--- config.mk ---
export PLATFORM = sky130hd
export DESIGN_NAME = ext_pipe_flat
export DESIGN_NICKNAME = d
export VERILOG_FILES = /design/src/rtl/ext_pipe_if.sv /design/src/rtl/ext_pipe.sv /design/src/flat_wrapper.sv
export SDC_FILE = /design/constraint.sdc
export NUM_CORES = 1
export LEC_CHECK = 0
export CAP_MARGIN = 20
export CORE_UTILIZATION = 49
export DETAILED_ROUTE_END_ITERATION = 10
export PLACE_DENSITY = 0.88
export SLEW_MARGIN = 20
export SYNTH_ARGS = -nofsm -noshare
export SYNTH_HDL_FRONTEND = slang
export SYNTH_SLANG_ARGS = --single-unit
export TNS_END_PERCENT = 30
--- constraint.sdc ---
create_clock -name clk -period 1.6 [get_ports clk]
set_input_delay 0.32 -clock clk [delete_from_list [all_inputs] [get_ports clk]]
set_output_delay 0.32 -clock clk [all_outputs]
set_load 0.05 [all_outputs]
--- src/rtl/ext_pipe_if.sv ---
// ext_pipe_if: valid/ready bus between the immediate source, ext_pipe and its consumer.
// Build with EXT_ERR_EN defined to add the out_err range-check flag.
interface ext_pipe_if #(
    parameter int IN_W  = 26,
    parameter int OUT_W = 32
);
    logic             in_valid;
    logic             in_ready;
    logic [IN_W-1:0]  in_imm;
    logic [2:0]       in_op;
    logic             out_valid;
    logic             out_ready;
    logic [OUT_W-1:0] out_data;
    logic [2:0]       out_op;
`ifdef EXT_ERR_EN
    logic             out_err;
    modport slave  (input in_valid, in_imm, in_op, out_ready, output in_ready, out_valid, out_data, out_op, out_err);
    modport master (output in_valid, in_imm, in_op, out_ready, input in_ready, out_valid, out_data, out_op, out_err);
`else
    modport slave  (input in_valid, in_imm, in_op, out_ready, output in_ready, out_valid, out_data, out_op);
    modport master (output in_valid, in_imm, in_op, out_ready, input in_ready, out_valid, out_data, out_op);
`endif
endinterface

--- src/rtl/ext_pipe.sv ---
// ext_pipe: two-stage valid/ready immediate extender (ZE/SE/LUI/BR/J/SEB/SEH).
// Define EXT_ERR_EN to register an out-of-range flag alongside the result.
module ext_pipe #(
    parameter int IN_W  = 26,
    parameter int OUT_W = 32
) (
    input  logic   clk,
    input  logic   reset,
    input  logic   flush,
    ext_pipe_if.slave bus
);
    localparam logic [OUT_W-1:0] M26 = OUT_W'(64'h3FF_FFFF);

    logic             s1_v_q, s1_v_d;
    logic [IN_W-1:0]  s1_imm_q, s1_imm_d;
    logic [2:0]       s1_op_q, s1_op_d;
    logic             s2_v_q, s2_v_d;
    logic [OUT_W-1:0] s2_data_q, s2_data_d;
    logic [2:0]       s2_op_q, s2_op_d;
    logic             s1_adv, s2_adv;
    logic [OUT_W-1:0] wide, se16, ze26, res;

    always_comb begin
        wide = OUT_W'(s1_imm_q);
        se16 = {{(OUT_W-16){s1_imm_q[15]}}, s1_imm_q[15:0]};
        ze26 = wide & M26;
        case (s1_op_q)
            3'd0:    res = OUT_W'(s1_imm_q[15:0]);
            3'd1:    res = se16;
            3'd2:    res = ze26;
            3'd3:    res = OUT_W'({s1_imm_q[15:0], 16'h0000});
            3'd4:    res = se16 << 2;
            3'd5:    res = ze26 << 2;
            3'd6:    res = {{(OUT_W-8){s1_imm_q[7]}}, s1_imm_q[7:0]};
            default: res = se16;
        endcase
    end

    // Stalled stages hold; flush only clears the valid bits.
    always_comb begin
        s2_adv    = !s2_v_q || bus.out_ready;
        s1_adv    = !s1_v_q || s2_adv;
        s1_v_d    = flush ? 1'b0 : (s1_adv ? bus.in_valid : s1_v_q);
        s1_imm_d  = (s1_adv && bus.in_valid) ? bus.in_imm : s1_imm_q;
        s1_op_d   = (s1_adv && bus.in_valid) ? bus.in_op : s1_op_q;
        s2_v_d    = flush ? 1'b0 : (s2_adv ? s1_v_q : s2_v_q);
        s2_data_d = (s2_adv && s1_v_q) ? res : s2_data_q;
        s2_op_d   = (s2_adv && s1_v_q) ? s1_op_q : s2_op_q;
    end

    always_ff @(posedge clk) begin
        if (reset) begin
            s1_v_q    <= 1'b0;
            s1_imm_q  <= '0;
            s1_op_q   <= '0;
            s2_v_q    <= 1'b0;
            s2_data_q <= '0;
            s2_op_q   <= '0;
        end else begin
            s1_v_q    <= s1_v_d;
            s1_imm_q  <= s1_imm_d;
            s1_op_q   <= s1_op_d;
            s2_v_q    <= s2_v_d;
            s2_data_q <= s2_data_d;
            s2_op_q   <= s2_op_d;
        end
    end

`ifdef EXT_ERR_EN
    logic err, s2_err_q, s2_err_d;

    always_comb begin
        err = ((s1_op_q == 3'd2 || s1_op_q == 3'd5) && |(wide & ~M26)) || (s1_op_q == 3'd3 && OUT_W < 32);
        s2_err_d = (s2_adv && s1_v_q) ? err : s2_err_q;
    end

    always_ff @(posedge clk) begin
        if (reset) s2_err_q <= 1'b0;
        else       s2_err_q <= s2_err_d;
    end

    assign bus.out_err = s2_err_q;
`endif

    assign bus.in_ready  = s1_adv;
    assign bus.out_valid = s2_v_q;
    assign bus.out_data  = s2_data_q;
    assign bus.out_op    = s2_op_q;
endmodule
--- src/flat_wrapper.sv ---
// flat-port wrapper written by rule: the top's interface ports become plain ports
module ext_pipe_flat 
#(
    parameter int IN_W  = 26,
    parameter int OUT_W = 32
)
  (clk, reset, flush, bus_in_valid, bus_in_imm, bus_in_op, bus_out_ready, bus_in_ready, bus_out_valid, bus_out_data, bus_out_op);
  ext_pipe_if #(.IN_W(IN_W), .OUT_W(OUT_W)) bus_i ();
  input  logic clk;
  input  logic reset;
  input  logic flush;
  input wire logic [$bits(bus_i.in_valid)-1:0] bus_in_valid;
  input wire logic [$bits(bus_i.in_imm)-1:0] bus_in_imm;
  input wire logic [$bits(bus_i.in_op)-1:0] bus_in_op;
  input wire logic [$bits(bus_i.out_ready)-1:0] bus_out_ready;
  output wire logic [$bits(bus_i.in_ready)-1:0] bus_in_ready;
  output wire logic [$bits(bus_i.out_valid)-1:0] bus_out_valid;
  output wire logic [$bits(bus_i.out_data)-1:0] bus_out_data;
  output wire logic [$bits(bus_i.out_op)-1:0] bus_out_op;
  assign bus_i.in_valid = bus_in_valid;
  assign bus_i.in_imm = bus_in_imm;
  assign bus_i.in_op = bus_in_op;
  assign bus_i.out_ready = bus_out_ready;
  assign bus_in_ready = bus_i.in_ready;
  assign bus_out_valid = bus_i.out_valid;
  assign bus_out_data = bus_i.out_data;
  assign bus_out_op = bus_i.out_op;
  ext_pipe #(.IN_W(IN_W), .OUT_W(OUT_W)) u_core (.clk(clk), .reset(reset), .flush(flush), .bus(bus_i));
endmodule
==> results of run 1 <==
==> stage by stage <==
stage | setup slack, ns | setup TNS [ns]
5_1_grt | -0.0160 | -0.0486
4_1_cts | 0.0149 | 0
3_5_place_dp | -0.392 | -6.76
2_1_floorplan | -0.0836 | -0.956
6_report | 0.0527 | 0
3_3_place_gp | -0.307 | -4.50
==> registers in the layout (all words and copies together) (netlist names) <==
signal                flops
u_core.s1_imm_q          26
u_core.s1_v_q             1
u_core.bus.out_op         3
u_core.bus.out_data      32
u_core.s1_op_q            3
u_core.bus.out_valid      1
==> layout make-up <==
class | instances | area share
Inverter | 4 | 0.00387
Sequential cell | 66 | 0.342
Multi-Input combinational cell | 258 | 0.373
Clock buffer | 13 | 0.0439
Timing Repair Buffer | 92 | 0.212
Clock inverter | 2 | 0.00258
Tap cell | 72 | 0.0232
==> repair_timing <==
action	in CTS	in global routing
hold endpoints to repair	0	0
cloned	0	0
setup buffers	0	0
resized for setup	4	7
setup endpoints to repair	11	18
==> final timing paths <==
path,start,end,slack (ns)
max,u_core.s1_op_q[2]$_SDFFE_PP0P_,u_core.bus.out_data[14]$_SDFFE_PP0P_,0.05
min,bus_out_ready,u_core.bus.out_valid$_SDFFE_PP0P_,0.37
max reg2reg,u_core.s1_op_q[2]$_SDFFE_PP0P_,u_core.bus.out_data[14]$_SDFFE_PP0P_,0.05
min reg2reg,u_core.bus.out_op[1]$_SDFFE_PP0P_,u_core.bus.out_op[1]$_SDFFE_PP0P_,0.47
==> power breakdown <==
| part | leakage [nW] | internal [W] | switching, W |
|---|---|---|---|
| logic | 0.866 | 0.000238 | 0.000316 |
| clock network | 0.0944 | 0.000686 | 0.000595 |
| registers | 0.541 | 0.00172 | 0.0000740 |
| total | 1.50 | 0.00264 | 0.000986 |
==> cells by family (layout without fill, tap and decap cells) <==
group,Yosys count,count (layout)
AO/OA/AOI/OAI,114,114
XOR/XNOR,1,1
buffers and inverters,35,111
flip-flops,66,66
multiplexers,2,2
AND/OR/NAND/NOR,141,141
==> worst reg2reg max path, cell delays in order (launching register included) <==
cell,delay [ns]
dfxtp_2,0.40
buf_4,0.21
or3b_2,0.53
or4b_1,0.21
a21oi_1,0.07
==> cells in the mapped netlist, types with 2 or more instances <==
library cell and number:
nor2_1 18, o21bai_1 4, a31oi_1 9, nand2b_1 5, a311oi_1 8, a21oi_1 54
inv_1 4, buf_4 5, nand3_1 8, nand2_1 93, or4b_1 7, buf_6 2
a22o_1 7, clkbuf_1 13, o21ai_0 2, o22ai_1 8, o32ai_1 2, buf_2 10
a22oi_1 6, nor2b_1 2, a211oi_1 9, dfxtp_1 66
==> layer usage <==
metal	track usage	wire, um	up-vias
met4	0.136	172	0
met1	0.331	3380	1307
met5	0	0	-
li1	-	-	1413
met2	0.403	3560	108
met3	0.0563	467	15
==> cells in the final DEF, fill, tap and decap left out, types with 2 or more instances in the layout <==
cell	n
dfxtp_1	63
buf_12	4
clkdlybuf4s50_1	31
a22oi_1	6
buf_4	55
o32ai_1	2
clkinv_2	2
o22ai_1	8
a211oi_1	9
a311oi_1	7
clkbuf_1	2
inv_1	4
nor2_1	18
a21oi_1	54
a31oi_1	9
clkbuf_8	10
nand2_1	92
or4b_1	7
o21ai_0	2
a311oi_2	2
dfxtp_2	2
a22o_1	7
nand3_1	8
o21bai_1	4
nand2b_1	3
nand2b_4	2
==> results.json, run 1 <==
{
  "status": "finished, final reports clean",
  "die_h_um": 79.0,
  "setup_viol": 0,
  "p_leak_nw": 1.50,
  "powerDensity_mw_per_mm2": 934,
  "synth_fa_ha_area_frac": 0,
  "drt_iter0_markers": 240,
  "clock_latency_ns": 0.35,
  "fin_area_sq_mm": 0.00388,
  "routed_wirelength_mm": 7.58,
  "root_buffer": "clkbuf_8",
  "core_area_sq_mm": 0.00561,
  "synth_xor_area_frac": 0.00301,
  "worst_pin_slew_ns": 0.389,
  "cts_buffer_depth": 2,
  "ys.flop_type": "dfxtp_1",
  "endpoint_kind": "register",
  "synthMuxAreaShare": 0.00732,
  "worstPathMaxFanout": 13,
  "synth_top_cell_area_share": 0.455,
  "final_util": 0.692,
  "synthArstFlopShare": 0,
  "critical-path-top-delay-family": "simple AND/OR/NAND/NOR gates",
  "wl_per_cell_um": 14.9,
  "layout.cells.non_filler": 507,
  "holdPathStages": 3,
  "synth_top_family_by_area": "compound AO/OA/AOI/OAI gates",
  "placed_cells": 492,
  "syn_area_sq_mm": 0.00291,
  "path_cells": "buf_4 -> or3b_2 -> or4b_1 -> a21oi_1",
  "nets": 465,
  "synth_edf_count": 0,
  "rsz0062_at_grt": "yes",
  "critPathLaunchType": "register",
  "worstHoldPathType": "in2reg",
  "synthDistinctLibCells": 39,
  "syn2layout_area_growth_pct": 33.5,
  "slowest_stage": "or3b_2",
  "grt_pass1_vias": 2633,
  "max_slew_margin": 0.740,
  "hold_ws_ns": 0.366,
  "grt_max_degree": 67,
  "ctsHoldBuffers": 0,
  "synth.net_count": 393,
  "ff_latch_area_sq_mm": 0.00133,
  "io_pins": 71,
  "cts_tree": "yes",
  "track_usage": 0.258,
  "reg2reg_depth": 4,
  "synth-warning-count": 0,
  "ys_ff_latch": 66,
  "num_antenna_cells": 0,
  "p_total_w": 0.00362,
  "gp_congestion": 0.896,
  "path_class": "reg2reg",
  "synth_compound_area_frac": 0.257,
  "grt_pass1_wl_mm": 12.4,
  "ys_seq_area_frac": 0.455,
  "htreeDepth": 3,
  "period_share": 0.967,
  "clk_pin_slew_ns": 0.07,
  "antenna_found_initial": 0,
  "skew_ns": 0.00655,
  "place.detailed.hpwl_mm": 5.20,
  "crit_cells": 4,
  "start_util": 0.518,
  "io_buffer_count": 70,
  "multiInputGateArea_sq_mm": 0.00145,
  "finalHoldViolations": 0,
  "placed_area_sq_mm": 0.00366,
  "remaining_drc_errors": 0,
  "nFillCells": 457,
  "dr.pass1.iters": 4,
  "max_freq_ghz": 0.646,
  "synth.avg_cell_area_sq_um": 8.10,
  "yosysTopAreaCell": "dfxtp_1",
  "ys_top_cells_by_area": "dfxtp_1 45%, nand2_1 12%, a21oi_1 9.3%",
  "die_w_um": 79.0,
  "slew_viol_final": 0,
  "cpPeakStageDelay_ns": 0.53,
  "routed_via_density": 5.61,
  "cts_buffers": 9,
  "grt_overflow": 0,
  "arrival_ns": 1.77,
  "synthCells": 359,
  "ir_drop_uv": 466,
  "yosys.area_share.simple": 0.217,
  "die-area_sq_mm": 0.00624,
  "vias": 2843,
  "drive_gt1_frac": 0.205,
  "numClockSinks": 66,
  "num_rows": 27,
  "final_antenna_net_count": 0,
  "fin_crit_ns": 1.55,
  "maxCapViolations": 0,
  "cp.required_ns": 1.82,
  "crit_buf_inv": 1
}
No activity file was read; power rests on OpenSTA's default activity.
==> inputs of run 2 (changes only) <==
--- a/config.mk
+++ b/config.mk
@@ -5,10 +5,12 @@
 export SDC_FILE = /design/constraint.sdc
 export NUM_CORES = 1
 export LEC_CHECK = 0
+export ABC_AREA = 1
 export CAP_MARGIN = 20
-export CORE_UTILIZATION = 49
+export CORE_UTILIZATION = 50
 export DETAILED_ROUTE_END_ITERATION = 10
-export PLACE_DENSITY = 0.88
+export HOLD_SLACK_MARGIN = 0.02
+export PLACE_DENSITY = 0.89
 export SLEW_MARGIN = 20
 export SYNTH_ARGS = -nofsm -noshare
 export SYNTH_HDL_FRONTEND = slang
==> run 2 against run 1 <==
Net effect: critical path depth increased by 1; hold slack better by 0.10 ns; sequential power is essentially flat; first-iteration DRC count is 24% lower; worst setup slack gained 0.016 ns; power grew 8.8%; clock-buffer cell count shrank 1; sequential share of layout area is 0.51 points lower; largest power group unchanged.
==> results.json, run 2 <==
{
  "status": "finished, final reports clean",
  "r2r_setup_slack_ns": 0.11,
  "num_antenna_cells": 0,
  "synth-warning-count": 0,
  "htreeDepth": 3,
  "placed_area_sq_mm": 0.00373,
  "drt_iter0_markers": 182,
  "die-area_sq_mm": 0.00631,
  "ir_drop_uv": 637,
  "synthCells": 425,
  "holdCritStartpoint": "u_core.bus.out_data[0]$_SDFFE_PP0P_",
  "maxCapViolations": 0,
  "p_total_w": 0.00394,
  "routed_wirelength_mm": 8.26,
  "cts_buffer_depth": 2,
  "num_rows": 27,
  "setup_viol": 0,
  "synthArstFlopShare": 0,
  "grt_pass1_vias": 2925,
  "io_buffer_count": 70,
  "track_usage": 0.277,
  "clk_pin_slew_ns": 0.07,
  "antenna_found_initial": 0,
  "slew_viol_final": 0,
  "arrival_ns": 1.21,
  "endpoint_kind": "primary output",
  "clock_latency_ns": 0.35,
  "yosysTopAreaCell": "dfxtp_1",
  "syn2layout_area_growth_pct": 31.0,
  "ys_ff_latch": 66,
  "worstHoldPathType": "reg2reg",
  "synthDistinctLibCells": 22,
  "critPathLaunchType": "input port",
  "worst_pin_slew_ns": 0.322,
  "nets": 535,
  "reg2reg_depth": 8,
  "nFillCells": 458,
  "final_common_cell": "nor2_1",
  "hold_path_end": "u_core.bus.out_data[0]$_SDFFE_PP0P_",
  "wl_per_cell_um": 14.3,
  "max_freq_ghz": 0.653,
  "dr.pass1.iters": 5,
  "powerDensity_mw_per_mm2": 1000,
  "finalHoldViolations": 0,
  "grt_pass1_wl_mm": 13.3,
  "path_class": "in2out",
  "cts_tree": "yes",
  "synth.most_common_cell": "nor2_1",
  "max_slew_margin": 0.785,
  "rsz0062_at_grt": "no",
  "ys.flop_type": "dfxtp_1",
  "cts_buffers": 9,
  "core_area_sq_mm": 0.00564,
  "synth_edf_count": 0,
  "place.detailed.hpwl_mm": 5.88,
  "period_share": 0.957,
  "remaining_drc_errors": 0,
  "p_leak_nw": 1.76,
  "ys_top_cells_by_area": "dfxtp_1 44%, nor2_1 12%, a21oi_1 8.8%",
  "holdPathStages": 2,
  "final_antenna_net_count": 0,
  "worstPathMaxFanout": 3,
  "die_h_um": 79.5,
  "r2r-start": "u_core.s1_op_q[0]$_SDFFE_PP0P_",
  "syn_area_sq_mm": 0.00300,
  "numClockSinks": 66,
  "synth.avg_cell_area_sq_um": 7.06,
  "synth_common_cells": "93 x nor2_1, 66 x dfxtp_1, 53 x a21oi_1, 53 x nand2_1, 51 x o21ai_0",
  "rr_endpoint": "u_core.bus.out_data[30]$_SDFFE_PP0P_",
  "skew_ns": 0.00967,
  "die_w_um": 79.5,
  "final_cell_mix": "93 x nor2_1, 64 x dfxtp_1, 53 x nand2_1, 53 x a21oi_1, 51 x o21ai_0",
  "vias": 3098,
  "start_util": 0.532,
  "synth_top_cell_area_share": 0.441,
  "fin_area_sq_mm": 0.00393,
  "drive_gt1_frac": 0.184,
  "cp.required_ns": 1.28,
  "post_cts_buffers": 0,
  "grt_max_degree": 27,
  "fin_crit_ns": 1.53,
  "ys_seq_area_frac": 0.441,
  "gp_congestion": 0.841,
  "routed_via_density": 5.36,
  "largest_reg_flops": 32,
  "grt_overflow": 0,
  "synth.net_count": 459,
  "root_buffer": "clkbuf_8",
  "io_pins": 71
}
[run 2: timing repair]
item | CTS | global route
hold buffers | 0 | 0
endpoints found under the setup margin | 0 | 9
resized for setup | 0 | 2
[run 2: per-stage QoR]
step	cells	worst slack (ns)	hold WS (ns)	util	TNS [ns]
final	578	0.0686	0.466	0.696	0
after global routing	578	0.0203	0.488	0.696	0
after CTS	578	0.0163	0.465	0.696	0
after detailed placement	562	-0.181	0.454	0.661	-4.98
after global placement	562	-0.0974	0.449	0.661	-3.03
after floorplan	425	0.0880	0.437	-	0
[run 2: final cells by class]
| class | count | area [sq um] | area share |
|---|---|---|---|
| Multi-Input combinational cell | 291 | 1360 | 0.345 |
| Sequential cell | 66 | 1320 | 0.337 |
| Timing Repair Buffer | 86 | 778 | 0.198 |
| Inverter | 47 | 184 | 0.0468 |
| Clock buffer | 12 | 145 | 0.0370 |
| Tap cell | 72 | 90.1 | 0.0229 |
| Clock inverter | 4 | 51.3 | 0.0131 |
[run 2: cells by family (layout without fill, tap and decap cells)]
kind of cell | after synthesis | in the layout | share of synthesized area
flops | 66 | 66 | 0.441
buf+inv | 68 | 149 | 0.108
compound gates | 106 | 106 | 0.181
simple gates | 185 | 185 | 0.271
[run 2: worst max-delay path by stage]
stage | cells after the start | start | slack, ns | to
after floorplan | 5 | u_core.bus.out_valid$_SDFFE_PP0P_ | 0.09 | u_core.s1_imm_q[10]$_SDFFE_PP0P_
after global placement | 8 | bus_out_ready | -0.1 | u_core.bus.out_data[16]$_SDFFE_PP0P_
after detailed placement | 6 | bus_out_ready | -0.18 | u_core.bus.out_data[14]$_SDFFE_PP0P_
after CTS | 5 | bus_out_ready | 0.02 | bus_in_ready
after global routing | 8 | u_core.s1_op_q[0]$_SDFFE_PP0P_ | 0.02 | u_core.bus.out_data[30]$_SDFFE_PP0P_
final | 5 | bus_out_ready | 0.07 | bus_in_ready
[run 2: layer usage]
| metal | global-route usage | share of wire | up-vias | routed length [um] |
|---|---|---|---|---|
| li1 | - | - | 1514 | - |
| met1 | 0.334 | 0.42 | 1423 | 3430 |
| met2 | 0.462 | 0.49 | 140 | 4060 |
| met3 | 0.0777 | 0.071 | 21 | 589 |
| met4 | 0.109 | 0.022 | 0 | 179 |
| met5 | 0 | 0 | - | 0 |
[run 2: where the power goes]
group          switching [W]  internal [W]  leakage (nW)
clock               0.000642      0.000763        0.0966
combinational       0.000454      0.000264          1.12
sequential         0.0000776       0.00174         0.544
[run 2: critical path: stages]
cell	delay (ns)
clkdlybuf4s50_1	0.41
inv_2	0.10
nand3_2	0.08
buf_4	0.16
buf_12	0.14
